$ cat config.mk
export PLATFORM = sky130hd
export DESIGN_NAME = frame_demux4
export DESIGN_NICKNAME = d
export VERILOG_FILES = /design/src/rtl/switch_pkg.sv /design/src/rtl/frame_demux_out_stage.sv /design/src/rtl/frame_demux4.sv
export SDC_FILE = /design/constraint.sdc
export NUM_CORES = 1
export LEC_CHECK = 0
export ABC_CLOCK_PERIOD_IN_PS = 2400
export BUFFER_PORTS_ARGS = -buffer_cell sky130_fd_sc_hd__buf_2
export CELL_PAD_IN_SITES_DETAIL_PLACEMENT = 1
export CELL_PAD_IN_SITES_GLOBAL_PLACEMENT = 1
export CORE_MARGIN = 10
export CORE_UTILIZATION = 35
export CTS_CLUSTER_SIZE = 20
export DETAILED_ROUTE_END_ITERATION = 10
export PLACE_DENSITY = 0.81
export SLEW_MARGIN = 20
export SYNTH_ARGS = -nofsm -noshare
export SYNTH_HDL_FRONTEND = slang
export SYNTH_SLANG_ARGS = --single-unit
$ cat constraint.sdc
create_clock -name clk -period 2.4 [get_ports clk]
set_input_delay 0.12 -clock clk [delete_from_list [all_inputs] [get_ports clk]]
set_output_delay 0.12 -clock clk [all_outputs]
set_load 0.02 [all_outputs]
$ cat src/rtl/switch_pkg.sv
// Shared switch-fabric types: port masks, the demux ingress states, and the one-hot test.
package switch_pkg;

    localparam int NUM_PORTS = 4;

    typedef logic [NUM_PORTS-1:0] port_mask_t;

    typedef enum logic [1:0] {
        IDLE = 2'd0,
        FWD  = 2'd1,
        DROP = 2'd2
    } demux_state_t;

    // Zero and multi-hot both fail, matching the select mux's default case.
    function automatic logic is_onehot(port_mask_t m);
        return (m != '0) && ((m & (m - port_mask_t'(1))) == '0);
    endfunction

endpackage

$ cat src/rtl/frame_demux_out_stage.sv
// Single-entry egress register shared by all ports, with per-port pending tracking.
// FRAME_DEMUX_BCAST_EN keeps a separate pending mask so multicast beats retire port by port.
module frame_demux_out_stage
    import switch_pkg::*;
#(
    parameter int WIDTH = 8
) (
    input  logic                 clk,
    input  logic                 rst,
    input  logic                 load_i,
    input  logic [WIDTH-1:0]     load_data_i,
    input  logic                 load_last_i,
    input  logic [NUM_PORTS-1:0] load_mask_i,
    input  logic [NUM_PORTS-1:0] out_ready_i,
    output logic [WIDTH-1:0]     out_data_o,
    output logic                 out_last_o,
    output logic [NUM_PORTS-1:0] out_valid_o,
    output logic                 busy_o,
    output logic                 drain_o
);

    logic                 vld_q, vld_d;
    logic [WIDTH-1:0]     data_q, data_d;
    logic                 last_q, last_d;
    port_mask_t           sel_q, sel_d;
    port_mask_t           pending;
    port_mask_t           hs;
    port_mask_t           remaining;

`ifdef FRAME_DEMUX_BCAST_EN
    port_mask_t           pend_q, pend_d;
    assign pending = pend_q;
`else
    // With one-hot masks the beat's own mask is all that is ever outstanding.
    assign pending = sel_q;
`endif

    assign out_valid_o = vld_q ? (sel_q & pending) : '0;
    assign hs          = out_valid_o & out_ready_i;
    assign remaining   = pending & ~hs;
    assign drain_o     = vld_q && (remaining == '0);
    assign busy_o      = vld_q;
    assign out_data_o  = data_q;
    assign out_last_o  = last_q;

    always_comb begin
        vld_d  = vld_q;
        data_d = data_q;
        last_d = last_q;
        sel_d  = sel_q;
`ifdef FRAME_DEMUX_BCAST_EN
        pend_d = remaining;
`endif
        if (load_i) begin
            vld_d  = 1'b1;
            data_d = load_data_i;
            last_d = load_last_i;
            sel_d  = load_mask_i;
`ifdef FRAME_DEMUX_BCAST_EN
            pend_d = load_mask_i;
`endif
        end else if (drain_o) begin
            vld_d = 1'b0;
        end
    end

    always_ff @(posedge clk) begin
        if (rst) begin
            vld_q  <= 1'b0;
            data_q <= '0;
            last_q <= 1'b0;
            sel_q  <= '0;
`ifdef FRAME_DEMUX_BCAST_EN
            pend_q <= '0;
`endif
        end else begin
            vld_q  <= vld_d;
            data_q <= data_d;
            last_q <= last_d;
            sel_q  <= sel_d;
`ifdef FRAME_DEMUX_BCAST_EN
            pend_q <= pend_d;
`endif
        end
    end

endmodule

$ cat src/rtl/frame_demux4.sv
// Frame-aware 1:4 demux: the first beat's mask steers the whole frame; bad masks drop the frame.
// FRAME_DEMUX_BCAST_EN accepts any non-zero mask (multicast) instead of one-hot only.
module frame_demux4
    import switch_pkg::*;
#(
    parameter int WIDTH = 8,
    parameter int CNT_W = 16
) (
    input  logic             clk,
    input  logic             rst,
    input  logic [WIDTH-1:0] in_data,
    input  logic             in_valid,
    input  logic             in_last,
    input  logic [3:0]       in_dest,
    output logic             in_ready,
    output logic [WIDTH-1:0] out_data,
    output logic             out_last,
    output logic [3:0]       out_valid,
    input  logic [3:0]       out_ready,
    output logic [CNT_W-1:0] drop_cnt
);

    demux_state_t     state_q;
    port_mask_t       frame_mask_q;
    logic [CNT_W-1:0] drop_cnt_q;
    logic             busy;
    logic             drain;
    logic             accept;
    logic             mask_ok;
    logic             load;
    port_mask_t       load_mask;

`ifdef FRAME_DEMUX_BCAST_EN
    assign mask_ok = (in_dest != '0);
`else
    assign mask_ok = is_onehot(in_dest);
`endif

    assign in_ready  = (state_q == DROP) || !busy || drain;
    assign accept    = in_valid && in_ready;
    assign load      = accept && (((state_q == IDLE) && mask_ok) || (state_q == FWD));
    assign load_mask = (state_q == FWD) ? frame_mask_q : in_dest;
    assign drop_cnt  = drop_cnt_q;

    frame_demux_out_stage #(
        .WIDTH(WIDTH)
    ) u_out (
        .clk         (clk),
        .rst         (rst),
        .load_i      (load),
        .load_data_i (in_data),
        .load_last_i (in_last),
        .load_mask_i (load_mask),
        .out_ready_i (out_ready),
        .out_data_o  (out_data),
        .out_last_o  (out_last),
        .out_valid_o (out_valid),
        .busy_o      (busy),
        .drain_o     (drain)
    );

    always_ff @(posedge clk) begin
        if (rst) begin
            state_q      <= IDLE;
            frame_mask_q <= '0;
            drop_cnt_q   <= '0;
        end else begin
            case (state_q)
                IDLE: begin
                    if (accept) begin
                        if (mask_ok) begin
                            frame_mask_q <= in_dest;
                            state_q      <= in_last ? IDLE : FWD;
                        end else begin
                            if (drop_cnt_q != {CNT_W{1'b1}})
                                drop_cnt_q <= drop_cnt_q + 1'b1;
                            state_q <= in_last ? IDLE : DROP;
                        end
                    end
                end
                FWD: begin
                    if (accept && in_last)
                        state_q <= IDLE;
                end
                DROP: begin
                    if (accept && in_last)
                        state_q <= IDLE;
                end
                default: state_q <= IDLE;
            endcase
        end
    end

endmodule

==> impl_metrics.tcl, run 1 <==
set metrics [dict create \
    initial_utilization 0.357 \
    grt_pass1_wl_um 8930 \
    synth_flop_cell "dfxtp_1" \
    async_reset_ff_frac 0 \
    areaGrowthSynthToFinish_pct 23.3 \
    drv_slew 0 \
    dp_hpwl_um 3640 \
    drive_gt1_frac 0.247 \
    die_y_um 91.8 \
    die_x_um 91.8 \
    grt_pass1_vias 1852 \
    peakVddDrop_v 0.000277 \
    slowest_stage "or4b_4" \
    finalWorstSetupSlack_ns 0.106 \
    antenna_found_initial 0 \
    fin_crit_ns 2.29 \
    port_buffers 49 \
    grt_max_degree 42 \
    num_io_pins 50 \
    insertion_delay_ns 0.29 \
    place_congestion 0.746 \
    r2r_end "drop_cnt[9]" \
    crit_type "reg2reg" \
    synth_top_family_by_area "simple AND/OR/NAND/NOR gates" \
    post_cts_buffers 0 \
    yosys.area_share.simple 0.253 \
    syn_area_um2 1800 \
    cts_tree "done" \
    synth_compound_area_frac 0.208 \
    hold_viol 0 \
    wl_per_cell_um 15.6 \
    placementRows 26 \
    outcome "complete, no violations" \
    synth_top_area_share 0.400 \
    num_vias 1784 \
    clk_pin_slew_worst_paths_ns 0.07 \
    critical-path-max-stage-delay_ns 0.51 \
    synth-xor-area-share 0.00486 \
    htree_levels 2 \
    maxSlewHeadroom 0.460 \
    cts_resized 0 \
    synth_area_leaders "dfxtp_1 40%, a21oi_1 7.2%, mux2i_1 4.4%" \
    first_pass_iters 2 \
    p_per_area_nw_per_um2 554 \
    synth_fa_ha_area_frac 0.0278 \
    yosysUniqueCellTypes 35 \
    clkSinkCount 36 \
    syn_nets 236 \
    synth_cells 212 \
    finalCritPeriodShare 0.956 \
    cp.arrival_ns 2.48 \
    num-nets-final 283 \
    viasPerCell 5.42 \
    start_kind "flop" \
    synth.avg_cell_area_um2 8.50 \
    holdPathStages 3 \
    min-delay-start "in_data[7]" \
    dp_worst_setup_slack_ns 0.0913 \
    timing.fmax_mhz 436 \
    core_area_um2 5040 \
    finalWirelength_um 5120 \
    synthTopCellsByCount "36 x dfxtp_1, 26 x a21oi_1, 15 x nor2_1" \
    synth_edf_count 0 \
    maxCapViolCount 0 \
    critPathMaxFanout 30 \
    drtIter0Drc 45 \
    grt_overflow 0 \
    dieArea_um2 8420 \
    crit_path_end_kind "flop" \
    cellLeakagePower_uw 0.000903 \
    reg2reg_depth 6 \
    ant_nets 0 \
    synth_top_area_cell "dfxtp_1" \
    final_core_util 0.440 \
    num_antenna_cells 0 \
    gr-usage-all-layers 0.126 \
    path_cells "nor2b_1 > o41ai_4 > or4b_4 > buf_12 > nor4_1 > mux2_1" \
    muxShareOfSynthArea 0.0632 \
    synth_warnings 0 \
    synthMostInstantiatedCell "dfxtp_1" \
    cts_made_buffers 5 \
    holdCritPathClass "in2reg" \
    drc 0 \
    reg2reg_from "u_out.pending[0]" \
    required_ns 2.58 \
    ctsLongestPathBuffers 2 \
    setup_viol 0 \
    synth_seq_cells 36 \
    ys_seq_area_frac 0.400 \
    worstMarginPinSlew_ns 0.810 \
    r2r_setup_slack_ns 0.11 \
    whs_endpoint "u_out.out_data_o[7]" \
    clock-root-buffer "clkbuf_8" \
    fin_skew_ns 0.00536 \
    hold_buffers 0 \
]
[metal layers]
metal	part of all wire	track usage	wire [um]
met3	0.096	0.0619	489
met1	0.42	0.140	2150
met4	0.016	0.0501	83
met2	0.47	0.203	2390
met5	0	0	0
[power by group]
group | switching (uW) | internal [uW]
clock | 215 | 197
sequential | 13.2 | 619
combinational | 114 | 70.8
[cell families (layout without fill, tap and decap cells)]
group | count (synthesis) | count (layout)
flip-flops | 36 | 36
AO/OA/AOI/OAI | 60 | 60
buffers and inverters | 20 | 67
AND/OR/NAND/NOR | 80 | 80
adder cells (fa/ha/maj) | 4 | 4
multiplexers | 11 | 11
XOR/XNOR | 1 | 1
[worst max path at each step]
stage / startpoint / endpoint / slack [ns] / cells past startpoint
after global routing: u_out.pending[0] / drop_cnt[5] / -0.008 / 6
after CTS: u_out.pending[0] / drop_cnt[11] / 0.07 / 6
final: u_out.pending[0] / drop_cnt[9] / 0.11 / 6
after floorplan: u_out.pending[0] / drop_cnt[11] / 0.002 / 6
after detailed placement: u_out.pending[0] / drop_cnt[11] / 0.09 / 6
after global placement: u_out.pending[0] / drop_cnt[11] / 0.16 / 6
[cell usage in the layout (no fill, tap or decap)]
cell,Yosys,routed
buf_12,0,1
o22ai_1,2,2
buf_4,0,3
a21oi_1,26,26
ha_1,4,4
o31ai_1,6,6
buf_2,1,49
a211oi_1,4,4
o21ba_1,1,1
and2_1,5,5
clkbuf_8,0,5
nor4_1,4,2
a22oi_1,1,1
nand4_1,7,7
o41ai_4,1,1
nand3_1,14,14
nor4_2,0,2
and2_0,1,1
o21ai_1,4,4
clkinv_2,0,1
o31a_1,1,1
xnor2_1,1,1
or4_1,8,8
or3b_1,1,1
o311ai_1,1,1
dfxtp_1,36,36
mux2_1,3,3
nand2_1,8,8
or3_1,5,5
nor2b_1,8,8
o41ai_1,2,2
o21ai_0,10,10
mux2i_1,8,8
nor2b_4,1,1
nor2_1,15,15
or4b_1,3,2
inv_1,7,7
or4b_4,0,1
clkbuf_1,10,1
a21o_1,1,1
[worst max-delay path: cells and delay by family, from the launching register on]
family,cells,cell delay [ns]
buffers and inverters,1,0.18
AND/OR/NAND/NOR,3,0.98
flip-flops,1,0.31
AO/OA/AOI/OAI,1,0.34
multiplexers,1,0.35
[area by class of cell]
type | count | area [um^2]
timing repair buffer | 53 | 288
multi-input combinational | 156 | 1020
tap | 70 | 87.6
clock buffer | 6 | 72.6
inverter | 7 | 26.3
fill | 637 | 2820
clock inverter | 1 | 5.00
sequential | 36 | 721
[sequential cells by signal, summed over array words and instances (netlist names)]
register          cells
drop_cnt             16
frame_mask_q          4
state_q               2
u_out.busy_o          1
u_out.out_data_o      8
u_out.out_last_o      1
u_out.pending         4
[metrics by stage]
step | setup TNS, ns | area [um^2] | instances | hold slack, ns | total power (uW)
6_report | 0 | 2220 | 329 | 0.0710 | 1230
3_5_place_dp | 0 | 2130 | 322 | 0.381 | 831
4_1_cts | 0 | 2200 | 329 | 0.0646 | 1250
2_1_floorplan | 0 | 1800 | 212 | 0.264 | 761
5_1_grt | -0.00774 | 2220 | 329 | 0.0780 | 1300
3_3_place_gp | 0 | 2130 | 322 | 0.372 | 826
(Power assumes the default switching activity.)
==> run 2: changes to the inputs <==
--- a/config.mk
+++ b/config.mk
@@ -9,6 +9,7 @@
 export BUFFER_PORTS_ARGS = -buffer_cell sky130_fd_sc_hd__buf_2
 export CELL_PAD_IN_SITES_DETAIL_PLACEMENT = 1
 export CELL_PAD_IN_SITES_GLOBAL_PLACEMENT = 1
+export CORE_ASPECT_RATIO = 1.4
 export CORE_MARGIN = 10
 export CORE_UTILIZATION = 35
 export CTS_CLUSTER_SIZE = 20
==> run 2 against run 1 <==
Sequential share of layout area barely moved. Worst hold slack gained 0.011 ns. Routed wire length shrank 3.2%. Worst setup slack worse by 0.019 ns. Power fell by 0.65%. Core utilization up 1.1 points. Cell area hardly changed. Critical path depth is the same. Non-clock buffer count did not move. Critical endpoint is now drop_cnt[10].
==> impl_metrics.tcl, run 2 (synthesis results as in run 1) <==
set metrics [dict create \
    wl_per_cell_um 15.3 \
    die_y_um 105 \
    maxSlewHeadroom 0.468 \
    viasPerCell 5.49 \
    p_per_area_nw_per_um2 551 \
    port_buffers 49 \
    crit_path_end_kind "flop" \
    largest_reg_flops 16 \
    grt_pass1_vias 1956 \
    num_vias 1774 \
    ctsLongestPathBuffers 2 \
    hold_buffers 0 \
    met2_usage 0.220 \
    dpl-instance-area_um2 2120 \
    fin_skew_ns 0.00552 \
    ant_nets 0 \
    die_x_um 80.6 \
    slowest_stage "or4b_4" \
    reg2reg_depth 6 \
    first_pass_iters 4 \
    final_cell_mix "49 x buf_2, 36 x dfxtp_1, 26 x a21oi_1, 15 x nor2_1, 14 x nand3_1" \
    cts_made_buffers 5 \
    start_kind "flop" \
    cts_tree "done" \
    grt_overflow 0 \
    grt_use_met1 0.123 \
    antenna_found_initial 0 \
    crit_type "reg2reg" \
    maxCapViolCount 0 \
    num_io_pins 50 \
    holdPathStages 3 \
    timing.fmax_mhz 432 \
    clkSinkCount 36 \
    switching_share 0.274 \
    required_ns 2.61 \
    place_congestion 0.759 \
    p_comb_frac 0.151 \
    clk_pin_slew_worst_paths_ns 0.07 \
    crit_cells 6 \
    critPathMaxFanout 30 \
    peakVddDrop_v 0.000325 \
    power.share.clock 0.331 \
    placementRows 30 \
    initial_utilization 0.366 \
    num_antenna_cells 0 \
    hold_viol 0 \
    intPower_uw 887 \
    drv_slew 0 \
    path_delay_family "simple AND/OR/NAND/NOR gates" \
    num-nets-final 283 \
    crit_buf_inv 1 \
    post_cts_buffers 0 \
    drtIter0Drc 72 \
    cellLeakagePower_uw 0.000903 \
    finalCritPeriodShare 0.964 \
    dp_hpwl_um 3820 \
    layout_commonest_cell "buf_2" \
    drive_gt1_frac 0.251 \
    htree_levels 2 \
    design_area_um2 2220 \
    rsz0062_at_grt "false" \
    core_area_um2 4920 \
    path_cells "nor2b_1 > o41ai_4 > or4b_4 > buf_12 > or4_1 > a21oi_1" \
    cp.arrival_ns 2.52 \
    layout.cells.non_filler 323 \
    gr-usage-all-layers 0.123 \
    worstMarginPinSlew_ns 0.798 \
    post-place-cells 316 \
    insertion_delay_ns 0.29 \
    dp_worst_setup_slack_ns 0.0425 \
    grtUsageMet3 0.0472 \
    setup_viol 0 \
    fin_crit_ns 2.31 \
    dieArea_um2 8460 \
    finalWorstSetupSlack_ns 0.0873 \
    power_switching_uw 335 \
    critical-path-max-stage-delay_ns 0.51 \
    areaGrowthSynthToFinish_pct 23.2 \
    grt_max_degree 42 \
    pwr-share-seq 0.518 \
    grt_pass1_wl_um 8750 \
    holdCritPathClass "in2reg" \
    clock-root-buffer "clkbuf_8" \
    drc 0 \
    finalWirelength_um 4960 \
    busiest_layer "met2" \
    finalSetupTns_ns 0 \
    outcome "complete, no violations" \
]
## run 2: routing by layer
metal	vias to the layer above	part of all wire
li1	872	-
met1	855	0.38
met2	40	0.54
met3	7	0.065
met4	0	0.014
met5	-	0
## run 2: worst reg2reg max path: cells and delay by family (launching register included)
kind	cells	cell delay, ns
simple gates	3	1.20
compound gates	2	0.52
buf+inv	1	0.18
flops	1	0.33
## run 2: path summary, 6_finish.rpt
check | startpoint | end | slack (ns)
max | u_out.pending[0] | drop_cnt[10] | 0.09
min | in_data[6] | u_out.out_data_o[6] | 0.08
max reg2reg | u_out.pending[0] | drop_cnt[10] | 0.09
min reg2reg | u_out.out_data_o[0] | u_out.out_data_o[0] | 0.48
## run 2: what timing repair did
| item | CTS | global route |
|---|---|---|
| resized for setup | 0 | 4 |
| setup endpoints to repair | 0 | 5 |
| hold endpoints to repair | 0 | 0 |
## run 2: cell type report
type | instances | area, um^2
Fill cell | 624 | 2700
Inverter | 7 | 26.3
Tap cell | 64 | 80.1
Sequential cell | 36 | 721
Multi-Input combinational cell | 156 | 1030
Clock inverter | 1 | 5.00
Timing Repair Buffer | 53 | 288
Clock buffer | 6 | 72.6
## run 2: power groups by stage
stage                     logic (uW)  registers (uW)  clock network (uW)
after floorplan                  105             656                   0
after global placement           181             645                   0
after detailed placement         185             647                   0
after CTS                        186             633                 429
after global routing             207             636                 449
final                            184             633                 405
## run 2: per-stage QoR
stage | hold slack, ns | utilization | total power, uW
after CTS | 0.0662 | 0.447 | 1250
final | 0.0816 | 0.451 | 1220
after global placement | 0.374 | 0.431 | 826
after detailed placement | 0.381 | 0.431 | 831
after global routing | 0.0749 | 0.451 | 1290
after floorplan | 0.264 | - | 761
